`src/rtl/energy_window_sum_pkg.sv`:
```
`default_nettype none
// ============================================================================
// Module      : energy_window_sum_pkg
// Description : Shared RX constants for the energy / packet-detection path
//               and the FILL/RUN state encoding of the window accumulator.
// Ports       : none (package)
// Revision    : 1.0 - initial release
// ============================================================================
package energy_window_sum_pkg;

  // Width of |A|^2 as produced by the energy computation stage.
  localparam int ENERGY_W     = 17;
  // Window length shared with the packet detector's correlator.
  localparam int DET_WIN_LEN  = 16;
  localparam int DET_WIN_LOG2 = 4;

  // Accumulator control states.
  localparam logic [0:0] c_FILL = 1'b0;
  localparam logic [0:0] c_RUN  = 1'b1;

endpackage
`default_nettype wire

```
`src/rtl/energy_window_sum_if.sv`:
```
`default_nettype none
// ============================================================================
// Module      : energy_window_sum_if
// Description : Sample stream in / windowed sum out bundle for
//               energy_window_sum.
// Ports       : master drives InputEnable, DataMagnitude, Clear and receives
//               OutputEnable, EnergySum, WindowFull; slave is the reverse.
// Revision    : 1.0 - initial release
// ============================================================================
interface energy_window_sum_if
  import energy_window_sum_pkg::*;
#(
  parameter int IN_W  = ENERGY_W,
  parameter int OUT_W = ENERGY_W + DET_WIN_LOG2
);
  logic             InputEnable;
  logic [IN_W-1:0]  DataMagnitude;
  logic             Clear;
  logic             OutputEnable;
  logic [OUT_W-1:0] EnergySum;
  logic             WindowFull;

  modport master (
    output InputEnable, DataMagnitude, Clear,
    input  OutputEnable, EnergySum, WindowFull
  );

  modport slave (
    input  InputEnable, DataMagnitude, Clear,
    output OutputEnable, EnergySum, WindowFull
  );
endinterface
`default_nettype wire

```
`src/rtl/energy_delay_line.sv`:
```
`default_nettype none
// ============================================================================
// Module      : energy_delay_line
// Description : WIN_LEN-deep circular register file holding the last WIN_LEN
//               accepted energies. Oldest is the entry about to be
//               overwritten, i.e. the sample leaving the window.
// Ports       : Clk, Rst_n (async active-low), Clear (sync flush),
//               WrEn/WrData (write at WrPtr, advance), Oldest (comb read).
// Revision    : 1.0 - initial release
// ============================================================================
module energy_delay_line #(
  parameter int WIN_LEN  = 16,
  parameter int WIN_LOG2 = 4,
  parameter int IN_W     = 17
) (
  input  wire logic            Clk,
  input  wire logic            Rst_n,
  input  wire logic            Clear,
  input  wire logic            WrEn,
  input  wire logic [IN_W-1:0] WrData,
  output logic      [IN_W-1:0] Oldest
);

  logic [IN_W-1:0]     r_line [WIN_LEN];
  logic [WIN_LOG2-1:0] r_wrPtr;

  // Entries must return to zero on Clear so that subtracting Oldest during
  // the refill is a no-op for the accumulator.
  always_ff @(posedge Clk or negedge Rst_n) begin
    if (!Rst_n) begin
      for (int i = 0; i < WIN_LEN; i++) r_line[i] <= '0;
      r_wrPtr <= '0;
    end else if (Clear) begin
      for (int i = 0; i < WIN_LEN; i++) r_line[i] <= '0;
      r_wrPtr <= '0;
    end else if (WrEn) begin
      r_line[r_wrPtr] <= WrData;
      // Power-of-two depth: natural wrap from WIN_LEN-1 to 0.
      r_wrPtr         <= r_wrPtr + WIN_LOG2'(1);
    end
  end

  assign Oldest = r_line[r_wrPtr];

endmodule
`default_nettype wire

```
`src/rtl/energy_window_sum.sv`:
```
`default_nettype none
// ============================================================================
// Module      : energy_window_sum
// Description : Sliding-window sum of the last WIN_LEN accepted energy
//               samples (running add/subtract over a circular delay line).
//               One-cycle latency, one sample per clock.
// Ports       : Clk, Rst_n (async active-low),
//               bus (slave): InputEnable, DataMagnitude, Clear in;
//                            OutputEnable, EnergySum, WindowFull out.
// Revision    : 1.0 - initial release
// ============================================================================
module energy_window_sum
  import energy_window_sum_pkg::*;
#(
  parameter int WIN_LEN  = DET_WIN_LEN,
  parameter int WIN_LOG2 = DET_WIN_LOG2,
  parameter int IN_W     = ENERGY_W,
  parameter int OUT_W    = IN_W + WIN_LOG2
) (
  input wire logic           Clk,
  input wire logic           Rst_n,
  energy_window_sum_if.slave bus
);

  localparam int c_FILL_W = WIN_LOG2 + 1;
  localparam logic [c_FILL_W-1:0] c_FILL_MAX = c_FILL_W'(WIN_LEN);
  localparam logic [c_FILL_W-1:0] c_FILL_PRE = c_FILL_W'(WIN_LEN - 1);

  logic [0:0]          r_state;
  logic [0:0]          w_stateNext;
  logic [c_FILL_W-1:0] r_fillCnt;
  logic [OUT_W-1:0]    r_acc;
  logic                r_outputEnable;
  logic                w_accept;
  logic                w_emit;
  logic [IN_W-1:0]     w_oldest;

  // Clear outranks InputEnable: the coincident sample is dropped.
  assign w_accept = bus.InputEnable & ~bus.Clear;

  energy_delay_line #(
    .WIN_LEN  (WIN_LEN),
    .WIN_LOG2 (WIN_LOG2),
    .IN_W     (IN_W)
  ) u_line (
    .Clk    (Clk),
    .Rst_n  (Rst_n),
    .Clear  (bus.Clear),
    .WrEn   (w_accept),
    .WrData (bus.DataMagnitude),
    .Oldest (w_oldest)
  );

  // ---------------- FSM: state register ----------------
  always_ff @(posedge Clk or negedge Rst_n) begin
    if (!Rst_n) r_state <= c_FILL;
    else        r_state <= w_stateNext;
  end

  // ---------------- FSM: next state ----------------
  always_comb begin
    w_stateNext = r_state;
    if (bus.Clear)
      w_stateNext = c_FILL;
    else if (r_state == c_FILL && w_accept && r_fillCnt == c_FILL_PRE)
      w_stateNext = c_RUN;
  end

  // ---------------- FSM: outputs ----------------
  // The sample that completes the window already produces an output, so
  // decide on the next state rather than the current one.
  always_comb begin
    w_emit = 1'b0;
    if (w_accept && w_stateNext == c_RUN)
      w_emit = 1'b1;
  end

  // ---------------- Datapath ----------------
  // Oldest is already contained in r_acc, so the subtraction cannot wrap.
  always_ff @(posedge Clk or negedge Rst_n) begin
    if (!Rst_n) begin
      r_acc          <= '0;
      r_fillCnt      <= '0;
      r_outputEnable <= 1'b0;
    end else if (bus.Clear) begin
      r_acc          <= '0;
      r_fillCnt      <= '0;
      r_outputEnable <= 1'b0;
    end else begin
      r_outputEnable <= w_emit;
      if (w_accept) begin
        r_acc <= r_acc + OUT_W'(bus.DataMagnitude) - OUT_W'(w_oldest);
        if (r_fillCnt != c_FILL_MAX)
          r_fillCnt <= r_fillCnt + c_FILL_W'(1);
      end
    end
  end

  assign bus.OutputEnable = r_outputEnable;
  assign bus.EnergySum    = r_acc;
  assign bus.WindowFull   = (r_fillCnt == c_FILL_MAX);

endmodule
`default_nettype wire

```
`src/flat_wrapper.sv`:
```
// flat-port wrapper written by rule: the top's interface ports become plain ports
module energy_window_sum_flat import energy_window_sum_pkg::*;
#(
  parameter int WIN_LEN  = DET_WIN_LEN,
  parameter int WIN_LOG2 = DET_WIN_LOG2,
  parameter int IN_W     = ENERGY_W,
  parameter int OUT_W    = IN_W + WIN_LOG2
)
  (Clk, Rst_n, bus_InputEnable, bus_DataMagnitude, bus_Clear, bus_OutputEnable, bus_EnergySum, bus_WindowFull);
  energy_window_sum_if #(.IN_W(IN_W), .OUT_W(OUT_W)) bus_i ();
  input wire logic Clk;
  input wire logic Rst_n;
  input wire logic [$bits(bus_i.InputEnable)-1:0] bus_InputEnable;
  input wire logic [$bits(bus_i.DataMagnitude)-1:0] bus_DataMagnitude;
  input wire logic [$bits(bus_i.Clear)-1:0] bus_Clear;
  output wire logic [$bits(bus_i.OutputEnable)-1:0] bus_OutputEnable;
  output wire logic [$bits(bus_i.EnergySum)-1:0] bus_EnergySum;
  output wire logic [$bits(bus_i.WindowFull)-1:0] bus_WindowFull;
  assign bus_i.InputEnable = bus_InputEnable;
  assign bus_i.DataMagnitude = bus_DataMagnitude;
  assign bus_i.Clear = bus_Clear;
  assign bus_OutputEnable = bus_i.OutputEnable;
  assign bus_EnergySum = bus_i.EnergySum;
  assign bus_WindowFull = bus_i.WindowFull;
  energy_window_sum #(.WIN_LEN(WIN_LEN), .WIN_LOG2(WIN_LOG2), .IN_W(IN_W), .OUT_W(OUT_W)) u_core (.Clk(Clk), .Rst_n(Rst_n), .bus(bus_i));
endmodule
```
`config.mk`:
```
export PLATFORM = sky130hd
export DESIGN_NAME = energy_window_sum_flat
export DESIGN_NICKNAME = d
export VERILOG_FILES = /design/src/rtl/energy_window_sum_pkg.sv /design/src/rtl/energy_window_sum_if.sv /design/src/rtl/energy_delay_line.sv /design/src/rtl/energy_window_sum.sv /design/src/flat_wrapper.sv
export SDC_FILE = /design/constraint.sdc
export NUM_CORES = 1
export LEC_CHECK = 0
export CORE_UTILIZATION = 40
export DETAILED_ROUTE_END_ITERATION = 8
export MAX_ROUTING_LAYER = met4
export SYNTH_ARGS = -nofsm -noshare
export SYNTH_HDL_FRONTEND = slang
export SYNTH_SLANG_ARGS = --single-unit
export TNS_END_PERCENT = 10
```
`constraint.sdc`:
```
create_clock -name Clk -period 6.34 [get_ports Clk]
set_input_delay 1.268 -clock Clk [delete_from_list [all_inputs] [get_ports Clk]]
set_output_delay 1.268 -clock Clk [all_outputs]
set_load 0.1 [all_outputs]
```
==> flow_metrics.py, run 1 <==
metrics = {
    "routing": {
        "vias": 12653,
        "totalWireLength_mm": 47.5,
        "vias_per_cell": 5.69,
        "drt-pass1-iter-count": 6,
        "drtIter0Drc": 1489,
        "routedWlPerCell_um": 21.4,
        "drc_errors": 0,
        "ant_nets": 0,
    },
    "worst_setup_path": {
        "worstPathMaxFanout": 33,
        "slowest_delay_ns": 0.78,
        "cp-start-kind": "flop",
        "r2r_end": "u_core.bus.EnergySum[19]",
        "critPathTopFamily": "compound AO/OA/AOI/OAI gates",
        "cp_slowest_cell": "dfrtp_4",
        "cp_common_cell": "mux4_2",
        "path_class": "flop to flop",
        "reg2reg_slack_ns": 1.55,
        "r2r_cells": 12,
        "crit_path_cell_trace": "buf_12, mux4_2, mux4_2, fa_1, inv_1, ha_1, a21o_1, a31o_1, o2111a_2, o21a_1, or3_1, a32o_1",
        "cp.required_ns": 6.75,
        "path_buf_inv": 2,
        "timing.rr.start": "u_core.u_line.r_wrPtr[0]",
        "endpoint_kind": "flop",
        "arrival_ns": 5.20,
    },
    "clock_tree": {
        "cts_tree": "done",
        "cts.repair.resized": 0,
        "cts_buffers": 34,
        "root_buffer": "clkbuf_16",
        "cts_sinks": 304,
        "hold_buffers": 0,
        "insertion_delay_ns": 0.52,
        "cts_buffer_depth": 3,
        "cts_setup_buffers": 0,
        "htree_levels": 2,
        "clk_pin_slew_ns": 0.06,
    },
    "sta": {
        "maxSlewViolCount": 0,
        "min_period_ns": 4.79,
        "setup_viol": 0,
        "skew_ns": 0.00943,
        "worstMarginPinSlew_ns": 1.26,
        "grt_setup_unrepaired": "false",
        "setup_tns_ns": 0,
        "timing.slew.headroom": 0.155,
        "timing.final.ws_setup_ns": 1.55,
        "fmax_mhz": 209,
        "final-hold-violation-count": 0,
        "post-route-period-util": 0.755,
    },
    "layout": {
        "drive_gt1_frac": 0.110,
        "area_delta_synth_final_pct": 12.4,
        "final_common_cell": "nand2_1",
        "final_cell_mix": "566 x nand2_1, 302 x dfrtp_1, 291 x a21oi_1, 85 x mux4_2, 80 x inv_1",
        "fin_util": 0.459,
        "nets": 1749,
        "nFillCells": 3685,
    },
    "synth": {
        "syn_inst": 1713,
        "syn_nets": 1779,
        "avgSynthCellArea_sq_um": 9.28,
        "synth_edf_count": 0,
        "yosysSeqAreaShare": 0.478,
        "async_flop_share": 1.00,
        "synth.area.top_cells": "dfrtp_1 48%, nand2_1 13%, mux4_2 12%",
        "yosysTopAreaCell": "dfrtp_1",
        "synth-main-ff-cell": "dfrtp_1",
        "netlist_area_sq_um": 15900,
        "yosys.area.top_type_share": 0.478,
        "synth_cell_types": 52,
        "yosysWarnings": 0,
        "synth_seq_cells": 304,
    },
    "global_route": {
        "antenna_found_initial": 2,
        "grt_max_degree": 140,
        "grt_use_total": 0.247,
        "grt_pass1_vias": 12637,
        "grt-ovfl-total": 0,
        "grt_pass1_wl_mm": 75.6,
    },
    "placement": {
        "post-dp-hpwl_mm": 29.3,
        "io_buffers": 43,
        "dp_slack_ns": 1.42,
        "gp_congestion": 0.858,
    },
    "pwr": {
        "powerDensity_nw_per_um2": 332,
        "ir_drop_uv": 189,
        "power.leakage_nw": 7.29,
    },
    "die": {
        "floorplan.initialDensity": 0.409,
        "dieArea_sq_um": 40600,
        "pin_count": 44,
        "die_w_um": 201,
        "die_y_um": 201,
        "core_sq_um": 38900,
        "rows": 72,
    },
    "hold_path": {
        "holdPathStages": 2,
        "min_to": "u_core.r_state",
        "holdCritPathClass": "flop to flop",
        "hp-start": "u_core.r_state",
    },
    "status": {
        "status": "completed",
    },
    "run": {
        "maxCapViolCount": 0,
    },
}
logic make-up (layout without fill, tap and decap cells):
kind of cell / count (synthesis) / count (layout) / share of synthesized area
AO/OA/AOI/OAI: 352 / 352 / 0.121
flip-flops: 304 / 304 / 0.478
multiplexers: 94 / 94 / 0.126
AND/OR/NAND/NOR: 688 / 688 / 0.173
XOR/XNOR: 11 / 11 / 0.00606
buffers and inverters: 219 / 211 / 0.0526
other: 0 / 1 / 0
adder cells (fa/ha/maj): 45 / 45 / 0.0434
worst min-delay path, stage by stage (launching register included):
cell and delay [ns]:
dfrtp_1 0.32, a21oi_1 0.04, nor2_1 0.11
state kept, by name, summed over array words and instances, names as in the netlist:
signal,flops
u_core.r_fillCnt,5
u_core.bus.EnergySum,21
u_core.bus.OutputEnable,1
u_core.u_line.r_line,272
u_core.u_line.r_wrPtr,4
u_core.r_state,1
through the flow:
stage	hold slack, ns	cell area (sq um)	cells	total power, W
floorplan	0.464	15900	1713	0.00352
global placement	0.492	16800	2165	0.00398
detailed placement	0.500	16800	2165	0.00399
CTS	0.512	17900	2223	0.00597
global route	0.535	17900	2224	0.00624
finish	0.508	17900	2224	0.00594
cells in the mapped netlist, types with 2 or more instances:
cell type,number
inv_1,80
nand2_1,566
mux2i_1,9
xor2_1,4
nor3_1,9
o22ai_1,2
nand3_1,18
nor2_1,47
buf_1,5
o311ai_0,2
dfrtp_1,304
mux4_2,85
o211ai_1,4
fa_1,17
nor2b_1,6
and3_1,5
nand3b_1,3
o21bai_1,2
a21oi_1,291
o31ai_1,2
clkbuf_1,122
o21ai_0,9
a31oi_1,3
a221o_1,2
nand4_1,13
ha_1,28
nand2b_1,11
o2111ai_1,3
a21o_1,8
o21a_1,3
a211oi_1,7
buf_2,12
xnor2_1,7
a211o_1,3
or3_1,4
area by class of cell:
| cell class | instances | area, sq um | area share |
|---|---|---|---|
| clock inverter | 4 | 45.0 | 0.00252 |
| antenna | 1 | 2.50 | 0.000140 |
| clock buffer | 54 | 1060 | 0.0593 |
| sequential | 304 | 7610 | 0.426 |
| tap | 518 | 648 | 0.0363 |
| timing repair buffer | 73 | 673 | 0.0377 |
| multi-input combinational | 1190 | 7530 | 0.421 |
| inverter | 80 | 300 | 0.0168 |
power by group:
group	leakage [nW]	total [W]	internal (W)	switching, W
Combinational	2.53	0.00185	0.000613	0.00124
Sequential	4.21	0.00211	0.00202	0.0000952
Clock	0.544	0.00198	0.00118	0.000801
per-layer routing:
metal  share of wire  GRT usage
met5               0          -
met4           0.022     0.0660
met3           0.081     0.0358
met2            0.46      0.373
met1            0.44      0.349
how the worst max path moves through the flow:
stage                                   from  cells past startpoint                  endpoint  slack [ns]
global route        u_core.u_line.r_wrPtr[0]                     12  u_core.bus.EnergySum[19]        1.33
detailed placement      bus_DataMagnitude[4]                     11  u_core.bus.EnergySum[19]        1.42
CTS                 u_core.u_line.r_wrPtr[0]                     12  u_core.bus.EnergySum[19]        1.53
global placement        bus_DataMagnitude[4]                     11  u_core.bus.EnergySum[19]        1.46
floorplan           u_core.u_line.r_wrPtr[0]                     13  u_core.bus.EnergySum[19]        2.03
finish              u_core.u_line.r_wrPtr[0]                     12  u_core.bus.EnergySum[19]        1.55
No activity file was read; power rests on OpenSTA's default activity.
==> run 2: changes to the inputs <==
clock period = 4.2 ns   (was 6.34 ns; I/O delays follow)
==> flow_metrics.py, run 2 (same netlist as run 1, synthesis figures left out) <==
metrics = {
    "clock_tree": {
        "cts_buffers": 36,
        "cts_sinks": 304,
        "root_buffer": "clkbuf_16",
        "cts_tree": "done",
        "hold_buffers": 0,
        "insertion_delay_ns": 0.54,
        "clk_pin_slew_ns": 0.06,
        "cts_buffer_depth": 3,
        "htree_levels": 2,
    },
    "sta": {
        "hold_ws_ns": 0.296,
        "worstMarginPinSlew_ns": 1.14,
        "setup_viol": 0,
        "final-hold-violation-count": 0,
        "min_period_ns": 4.18,
        "post-route-period-util": 0.995,
        "skew_ns": 0.0254,
        "timing.final.ws_setup_ns": 0.0198,
        "timing.slew.headroom": 0.238,
        "maxSlewViolCount": 0,
        "grt_setup_unrepaired": "true",
        "fmax_mhz": 239,
    },
    "worst_setup_path": {
        "cp-start-kind": "flop",
        "arrival_ns": 4.59,
        "cp.required_ns": 4.61,
        "reg2reg_slack_ns": 0.02,
        "endpoint_kind": "flop",
        "path_class": "flop to flop",
        "worstPathMaxFanout": 10,
    },
    "pwr": {
        "seqPwrFrac": 0.325,
        "clockPowerShare": 0.323,
        "combPwrFrac": 0.352,
        "powerDensity_nw_per_um2": 518,
        "power_switching_w": 0.00351,
        "ir_drop_uv": 275,
        "internal_power_w": 0.00623,
        "swShare": 0.360,
        "power.leakage_nw": 7.81,
    },
    "hold_path": {
        "holdCritPathClass": "input port to async pin",
    },
    "routing": {
        "drc_errors": 0,
        "drt-pass1-iter-count": 7,
        "totalWireLength_mm": 50.6,
        "vias_per_cell": 5.72,
        "ant_nets": 0,
        "routedWlPerCell_um": 21.9,
        "drtIter0Drc": 1353,
        "vias": 13198,
    },
    "placement": {
        "post-dp-hpwl_mm": 32.4,
        "placed_area_sq_um": 17300,
        "io_buffers": 43,
        "dp.cells": 2232,
        "dp_slack_ns": 0.0117,
        "gp_congestion": 0.877,
    },
    "layout": {
        "drive_gt1_frac": 0.159,
        "largest_reg_flops": 272,
        "largest_register": "u_core.u_line.r_line",
        "final_cell_mix": "566 x nand2_1, 302 x dfrtp_1, 286 x a21oi_1, 93 x buf_4, 85 x mux4_2",
        "nets": 1830,
        "fin_util": 0.483,
        "area_delta_synth_final_pct": 18.2,
        "final_common_cell": "nand2_1",
        "final_cell_area_sq_um": 18800,
        "stdcell_count": 2308,
        "diodes": 0,
    },
    "die": {
        "core_sq_um": 38900,
        "die_y_um": 201,
        "die_w_um": 201,
        "dieArea_sq_um": 40600,
        "floorplan.initialDensity": 0.409,
        "rows": 72,
        "pin_count": 44,
    },
    "global_route": {
        "grt_pass1_wl_mm": 78.4,
        "grt_use_total": 0.259,
        "grt_max_degree": 155,
        "grt-ovfl-total": 0,
        "grt_pass1_vias": 12913,
        "antenna_found_initial": 0,
    },
    "run": {
        "maxCapViolCount": 0,
    },
    "status": {
        "status": "completed",
    },
}
run 2: cell types whose count changed in the layout (fill, tap and decap cells not counted), sizes merged:
cell and delta:
buf +76, inv +2, clkbuf +2, diode -1, clkinvlp +1, clkinv +4
run 2: repair_timing:
action / 4_1_cts / 5_1_grt
resized for setup: 1 / 26
buffers inserted: 0 / 9
endpoints found under the setup margin: 1 / 10
gates cloned: 0 / 3
pin swaps: 0 / 11
run 2: final cells by class:
cell class	count	area [sq um]
clock inverters	11	113
flip-flops and latches	304	7610
multi-input cells	1190	7590
fillers	3649	20100
inverters	80	300
clock buffers	53	1090
well taps	518	648
repair buffers	152	1450
run 2: routing by layer:
layer  track usage  up-vias  share of wire
met5             -        -              0
met4        0.0731        0          0.026
met3        0.0573       92          0.085
met2         0.392      544           0.47
met1         0.351     6706           0.42
li1              -     5856              -
run 2: power by group through the flow:
stage          Combinational (W)  Clock [W]  Sequential (W)
5_1_grt                  0.00370    0.00331         0.00318
4_1_cts                  0.00318    0.00319         0.00316
3_3_place_gp             0.00314          0         0.00321
2_1_floorplan            0.00157          0         0.00374
3_5_place_dp             0.00317          0         0.00322
6_report                 0.00343    0.00315         0.00316
run 2: final timing paths:
path | startpoint | endpoint | cells after the start
max | u_core.u_line.r_wrPtr[0] | u_core.bus.EnergySum[17] | 13
min | Rst_n | u_core.r_fillCnt[2] | 1
max reg2reg | u_core.u_line.r_wrPtr[0] | u_core.bus.EnergySum[17] | 13
min reg2reg | u_core.r_state | u_core.r_state | 2
max in group asynchronous | Rst_n | u_core.u_line.r_line[192] | 2
min in group Clk | u_core.r_state | u_core.r_state | 2
run 2: critical path, stage by stage, from the launching register on:
cell       delay [ns]
dfrtp_4          0.51
buf_4            0.16
clkbuf_16        0.18
mux4_2           0.51
mux4_2           0.54
fa_1             0.50
inv_1            0.04
ha_1             0.37
a21oi_1          0.34
o21bai_1         0.16
a221o_1          0.31
a21oi_1          0.21
a211o_1          0.15
nand3_1          0.06
run 2: stage by stage:
step | setup TNS (ns) | power (W)
final | 0 | 0.00974
after global placement | 0 | 0.00636
after CTS | 0 | 0.00953
after global routing | -0.559 | 0.0102
after floorplan | 0 | 0.00531
after detailed placement | 0 | 0.00638
